## src/rtl/bus_generator_arbiter.sv

```systemverilog
// rtl/bus_generator_arbiter.sv - shared-bus generator/arbiter, one round-robin FSM per lane
// Each lane pops one packet from a device and routes it by its top address byte.
module bus_generator_arbiter #(
  parameter int          bits      = 1,
  parameter int          drvrs     = 4,
  parameter int          pckg_sz   = 16,
  parameter logic [7:0]  broadcast = 8'hFF
) (
  input  logic                                     clk,
  input  logic                                     reset,
  input  logic [bits-1:0][drvrs-1:0]               pndng,
  output logic [bits-1:0][drvrs-1:0]               pop,
  input  logic [bits-1:0][drvrs-1:0][pckg_sz-1:0]  D_pop,
  output logic [bits-1:0][drvrs-1:0]               push,
  output logic [bits-1:0][drvrs-1:0][pckg_sz-1:0]  D_push
);

  localparam int PW = (drvrs > 1) ? $clog2(drvrs) : 1;

  typedef enum logic {
    ST_IDLE  = 1'b0,
    ST_ROUTE = 1'b1
  } state_t;

  for (genvar b = 0; b < bits; b++) begin : g_lane
    state_t             r_state;
    state_t             w_state_nxt;
    logic [PW-1:0]      r_last;
    logic [PW-1:0]      w_last_nxt;
    logic [PW-1:0]      w_src;
    logic               w_found;
    int                 w_idx;
    logic [pckg_sz-1:0] r_pkt;
    logic [pckg_sz-1:0] w_pkt_nxt;
    logic [pckg_sz-1:0] r_dpush;
    logic [pckg_sz-1:0] w_dpush_nxt;
    logic [drvrs-1:0]   r_pop;
    logic [drvrs-1:0]   w_pop_nxt;
    logic [drvrs-1:0]   r_push;
    logic [drvrs-1:0]   w_push_nxt;
    logic [7:0]         w_dest;

    assign w_dest = r_pkt[pckg_sz-1 -: 8];

    // Round-robin search starting one past the last grant, wrapping at drvrs.
    always_comb begin
      w_idx   = 0;
      w_found = 1'b0;
      w_src   = '0;
      for (int i = 1; i <= drvrs; i++) begin
        w_idx = int'(r_last) + i;
        if (w_idx >= drvrs) begin
          w_idx = w_idx - drvrs;
        end
        if (!w_found && pndng[b][w_idx]) begin
          w_found = 1'b1;
          w_src   = PW'(w_idx);
        end
      end
    end

    always_comb begin
      w_state_nxt = r_state;
      w_last_nxt  = r_last;
      w_pkt_nxt   = r_pkt;
      w_dpush_nxt = r_dpush;
      w_pop_nxt   = '0;
      w_push_nxt  = '0;
      case (r_state)
        ST_IDLE: begin
          if (w_found) begin
            w_pop_nxt[w_src] = 1'b1;
            w_pkt_nxt        = D_pop[b][w_src];
            w_last_nxt       = w_src;
            w_state_nxt      = ST_ROUTE;
          end
        end
        ST_ROUTE: begin
          // r_last still holds the sender of the packet in flight.
          w_dpush_nxt = r_pkt;
          if (w_dest == broadcast) begin
            w_push_nxt         = '1;
            w_push_nxt[r_last] = 1'b0;
          end else if (int'(w_dest) < drvrs) begin
            w_push_nxt[int'(w_dest)] = 1'b1;
          end
          w_state_nxt = ST_IDLE;
        end
        default: begin
          w_state_nxt = ST_IDLE;
        end
      endcase
    end

    always_ff @(posedge clk or posedge reset) begin
      if (reset) begin
        r_state <= ST_IDLE;
        r_last  <= '0;
        r_pkt   <= '0;
        r_dpush <= '0;
        r_pop   <= '0;
        r_push  <= '0;
      end else begin
        r_state <= w_state_nxt;
        r_last  <= w_last_nxt;
        r_pkt   <= w_pkt_nxt;
        r_dpush <= w_dpush_nxt;
        r_pop   <= w_pop_nxt;
        r_push  <= w_push_nxt;
      end
    end

    assign pop[b]  = r_pop;
    assign push[b] = r_push;
    for (genvar j = 0; j < drvrs; j++) begin : g_dout
      assign D_push[b][j] = r_dpush;
    end
  end

endmodule

```

## config.mk

```make
export PLATFORM = sky130hd
export DESIGN_NAME = bus_generator_arbiter
export DESIGN_NICKNAME = d
export VERILOG_FILES = /design/src/rtl/bus_generator_arbiter.sv
export SDC_FILE = /design/constraint.sdc
export NUM_CORES = 1
export LEC_CHECK = 0
export ABC_AREA = 1
export BUFFER_PORTS_ARGS = -buffer_cell sky130_fd_sc_hd__clkbuf_2
export CORE_UTILIZATION = 47
export DETAILED_ROUTE_END_ITERATION = 10
export PLACE_DENSITY = 0.8
export SYNTH_ARGS = -nofsm -noshare
export SYNTH_HDL_FRONTEND = slang
export SYNTH_SLANG_ARGS = --single-unit
```

## constraint.sdc

```tcl
create_clock -name clk -period 3 [get_ports clk]
set_clock_uncertainty 0.15 [all_clocks]
set_input_delay 0.15 -clock clk [delete_from_list [all_inputs] [get_ports clk]]
set_output_delay 0.15 -clock clk [all_outputs]
set_load 0.05 [all_outputs]
```

# Word level (Yosys, flattened, before mapping)
# Cells that the tools add are included.
# classes
add_sub_neg	8
multipliers	0
div_mod_pow	0
n_lt_le_gt_ge	15
n_eq_ne	1
n_shift	0
n_mux	39
bitwise	2
reduce_logical	10
# ops
operator	count
$lt 32x4->1 const B	4
$mux 32	4
$bmux 16 s2	1
$mux 4	5
$lt 8x3->1 const B	2
$mux 1	16
$mux 16	1
$sub 3x3->4 const B	3
$ge 3x3->1 const B	3
$bmux 1 s2	4
$eq 8x8->1 const B	1
$ge 8x1->1 const B	1
$mux 2	4
$add 2x2->3 const B	2
$demux 1 s2	3
$logic_and 1x1->1	6
$lt 2x3->1 const B	2
$sub 4x3->5 const B	1
$add 2x3->4 const B	1
$ge 2x1->1 const B	2
$ge 4x3->1 const B	1
$not 4->4	1
$add 2x1->3 const B	1
$logic_not 1->1	3
3 further kinds	3
# totals
regBits	43
latch_bits	0
mem_bits_rw	0
romBits	0
inputBits	70
n_memories	0

# Longest topological paths before layout
# logic_depth
ltp_word	22
ltp_mapped	16
ltp_nobuf	15

# Worst setup path after synthesis
# OpenSTA, ideal clock, no wires.
# synth_path
path_type	flip-flop to flip-flop
start	register g_lane[0].r_last[0]
end	register g_lane[0].r_pkt[7]
arrival_time_ps	2008
t_required_ps	2733
slack_ps	725
stages_incl_launch_ff	15
n_path_buf	1
cell_sequence	dfrtp_1 -> inv_4 -> ha_1 -> inv_1 -> nand3_2 -> nand2_4 -> nor2_4 -> nand4_4 -> clkbuf_1 -> nand4_1 -> nand2_1 -> nand2_1 -> nand2_1 -> nand2_1 -> nand2_1
# synth_via
elab_chain_cells	18
# synth_lines
item	line_no	rtl
start, declared	28	logic [PW-1:0] r_last;
start signal, assigned	105	r_last <= w_last_nxt;
$add 2x1->3	51	w_idx = int'(r_last) + i;
$sub 3x3->4 or $ge 3x3->1 (tied branches)	53, 52	
$mux 32	52	if (w_idx >= drvrs) begin
$bmux 1 s2	55	if (!w_found && pndng[b][w_idx]) begin
$mux 1 (not written as such) (2 in series)	55	
$mux 1	55	
$logic_not 1->1	55	
$logic_and 1x1->1	55	
$mux 1	55	
$logic_not 1->1	55	
$logic_and 1x1->1	55	
$mux 1	55	
$logic_not 1->1	55	
$logic_and 1x1->1	55	
$mux 2	55	
$bmux 16 s2	73	w_pkt_nxt = D_pop[b][w_src];
$mux 16 (not written as such)	73	
end signal, assigned	106	r_pkt <= w_pkt_nxt;
end, declared	33	logic [pckg_sz-1:0] r_pkt;
# Parallel ways exist; a longest one is shown, timed or not. The select of a mux whose other input is x is not followed.
# A chain may end at the register's enable or synchronous reset.

# Worst setup path in the final report
# layout_path
start	register g_lane[0].r_last[0]
end	register g_lane[0].r_pkt[14]
# The elaborated chain is that of the path after synthesis.

==> summary.txt <==
Clocking
  • Cts bufs inserted: 5
  • Total clock sinks: 43
  • CTS root buf: clkbuf_8
  • H-tree levels: 2
  • TritonCTS clock tree: built
  • Total setup buffers inserted after CTS: 0
  • Maximum buffer depth of the clock tree: 2
  • Clk slew on worst S/H paths: 80 ps
  • Worst skew pair latency: 300 ps

Detailed routing
  • DRC viols: 0
  • Antenna Nets Post-Route: 0
  • DR WL/cell: 12.4 µm
  • Starting DRC count in detailed routing: 108
  • Final WL: 7480 µm
  • Vias per cell: 4.98
  • Drt pass-1 iters: 4
  • Vias: 3000

Setup path
  • Required @ worst endpoint: 3040 ps
  • Max incr delay on CP: 570 ps
  • R2R Path Start: g_lane[0].r_last[0]
  • Critical Path End: g_lane[0].r_pkt[14]
  • Crit end category: register
  • Crit path top cell by count: nand2_1
  • Critical path class: reg2reg
  • Slowest-stage cell, CP: dfrtp_1
  • Critical path peak fanout: 35
  • Worst R2R Setup Slack: 230 ps
  • Worst Setup SP: g_lane[0].r_last[0]
  • Worst R2R Path Depth: 14
  • Critical R2R Capture: g_lane[0].r_pkt[14]
  • Critical Path Start Type: register
  • CP Cell Sequence: inv_4 > ha_1 > inv_1 > nand2_1 > nand2_2 > inv_1 > nand3_4 > nand3_4 > nand2_1 > nand2_1 > nand2_1 > nand2_1 > nand2_1 > nand2_1
  • CP arrival: 2810 ps

Place
  • DP HPWL: 5650 µm
  • Port Buffers: 141
  • DP Area: 3440 µm²
  • Routability cong.: 0.908
  • Placed cells: 595

Job
  • Max cap viols: 0

Finish
  • Fin area: 3560 µm²
  • Fillers: 584
  • Synth-to-layout area growth: 16.8%
  • Footprint of the multi-input gates: 1430 µm²
  • Diode count: 0
  • Most common cell after layout, fill and taps aside: nand2_1
  • Post-Layout Cell Count: 603
  • Commonest cells after routing, fill and taps aside: nand2_1 (223), clkbuf_2 (141), dfrtp_1 (43)
  • Layout cells sized above 1: 33.5%
  • Layout Nets: 602
  • Register area: 1080 µm²

Synth
  • Sequential share of the synthesized area: 35.3%
  • Yosys warning count: 0
  • Post-synthesis cell area: 3040 µm²
  • Syn Nets: 512
  • Synthesized area per cell: 6.95 µm²
  • Seq cells post-synth: 43
  • Yosys cell types: 27
  • Cell count after synthesis: 438

Worst hold path
  • Tightest Hold Check Type: in2reg

STA
  • Count of pins over their slew limit: 0
  • FMAX: 0.361 GHz
  • Tcrit/Tclk final: 92.4%
  • Hold Vio Cnt, Final: 0
  • Final setup viols: 0
  • Rel. slew slack: 64.8%
  • Setup_tns: 0 ps
  • Min Clock Period, post-route: 2770 ps
  • RSZ-0062 raised after global routing: false
  • Tightest Pin Transition: 528 ps

Die
  • Top Ports: 142
  • Core Rows: 28
  • Die X: 82.5 µm
  • Total core area: 6100 µm²
  • Total die area: 6800 µm²
  • Chip height: 82.5 µm
  • Initial Util: 49.9%

GRT
  • GRT Overall Usage: 23.4%
  • Initial antenna violation count: 0
  • Largest net degree at the start of global routing: 44
  • Number of global-route vias before repair: 2658
  • GRT overflow: 0
  • First-pass GRT wire length: 12100 µm

Outcome
  • Status: completed
==> worst min path at each step <==
stage                   start                   end  slack (ps)  cells after the start
finish              D_pop[54]    g_lane[0].r_pkt[6]          90                      7
floorplan               reset  g_lane[0].r_dpush[0]         260                      1
global placement        reset  g_lane[0].r_dpush[4]         130                      3
global route        D_pop[25]    g_lane[0].r_pkt[9]         130                      7
detailed placement      reset  g_lane[0].r_dpush[4]         150                      3
CTS                 D_pop[54]    g_lane[0].r_pkt[6]          80                      7
==> critical path, delay by kind of cell (launching register included) <==
kind / cells / cell delay, ps
buffers and inverters: 3 / 360
DFF: 1 / 570
adders and majority gates: 1 / 370
and+or+nand+nor: 10 / 1200
==> layout make-up <==
| type | count | share of cell area [%] |
|---|---|---|
| clock inverters | 1 | 0.844 |
| inverters | 19 | 2.08 |
| flip-flops and latches | 43 | 30.3 |
| well taps | 75 | 2.64 |
| multi-input cells | 308 | 40.1 |
| repair buffers | 151 | 22.0 |
| clock buffers | 6 | 2.04 |
==> routing by layer <==
metal / global-route usage, % / part of all wire [%] / vias up
met4: 8.77 / 1.9 / 0
met1: 31.3 / 44 / 1333
li1: - / - / 1520
met2: 38.3 / 47 / 135
met5: 0 / 0 / -
met3: 3.30 / 6.3 / 12
==> state kept, by name, summed over array words and instances (netlist names) <==
register and count:
g_lane.r_pkt 16, g_lane.r_last 2, pop 4, push 4
g_lane.r_state 1, g_lane.r_dpush 16
==> synthesized netlist by cell type (all sizes together) <==
library cell | instances | area (µm²)
o21ai | 6 | 30.0
buf | 61 | 442
ha | 4 | 50.1
nand4 | 36 | 240
nand2 | 232 | 898
nand3 | 10 | 90.1
or2 | 1 | 6.26
inv | 18 | 70.1
clkbuf | 7 | 26.3
clkinv | 1 | 3.75
dfrtp | 43 | 1080
a31oi | 4 | 25.0
a21oi | 1 | 5.00
nor2 | 9 | 41.3
a211oi | 4 | 30.0
nor3 | 1 | 10.0
==> per-stage QoR <==
| stage | util (%) | hold slack (ps) | worst slack, ps |
|---|---|---|---|
| after floorplan | - | 256 | 725 |
| after global placement | 56.5 | 129 | 328 |
| after detailed placement | 56.5 | 146 | 245 |
| after CTS | 58.3 | 80.6 | 191 |
| after global routing | 58.3 | 129 | 9.10 |
| final | 58.3 | 91.5 | 229 |
==> cells by family (layout without fill, tap and decap cells) <==
logic type	Yosys count	after routing	synth area share, %
DFF	43	43	35.3
buffers and inverters	87	177	17.8
AOI/OAI and AO/OA	15	15	2.96
and+or+nand+nor	289	289	42.3
adders and majority gates	4	4	1.64
==> repair_timing <==
action | in CTS | in global routing
setup endpoints to repair | 0 | 2
endpoints found under the hold margin | 43 | 0
hold buffers | 1 | 0
resized for setup | 0 | 0
Power is left out: the tool's default activity adds up to more than one toggle a clock period on the data nets, which glitch-free logic cannot reach.
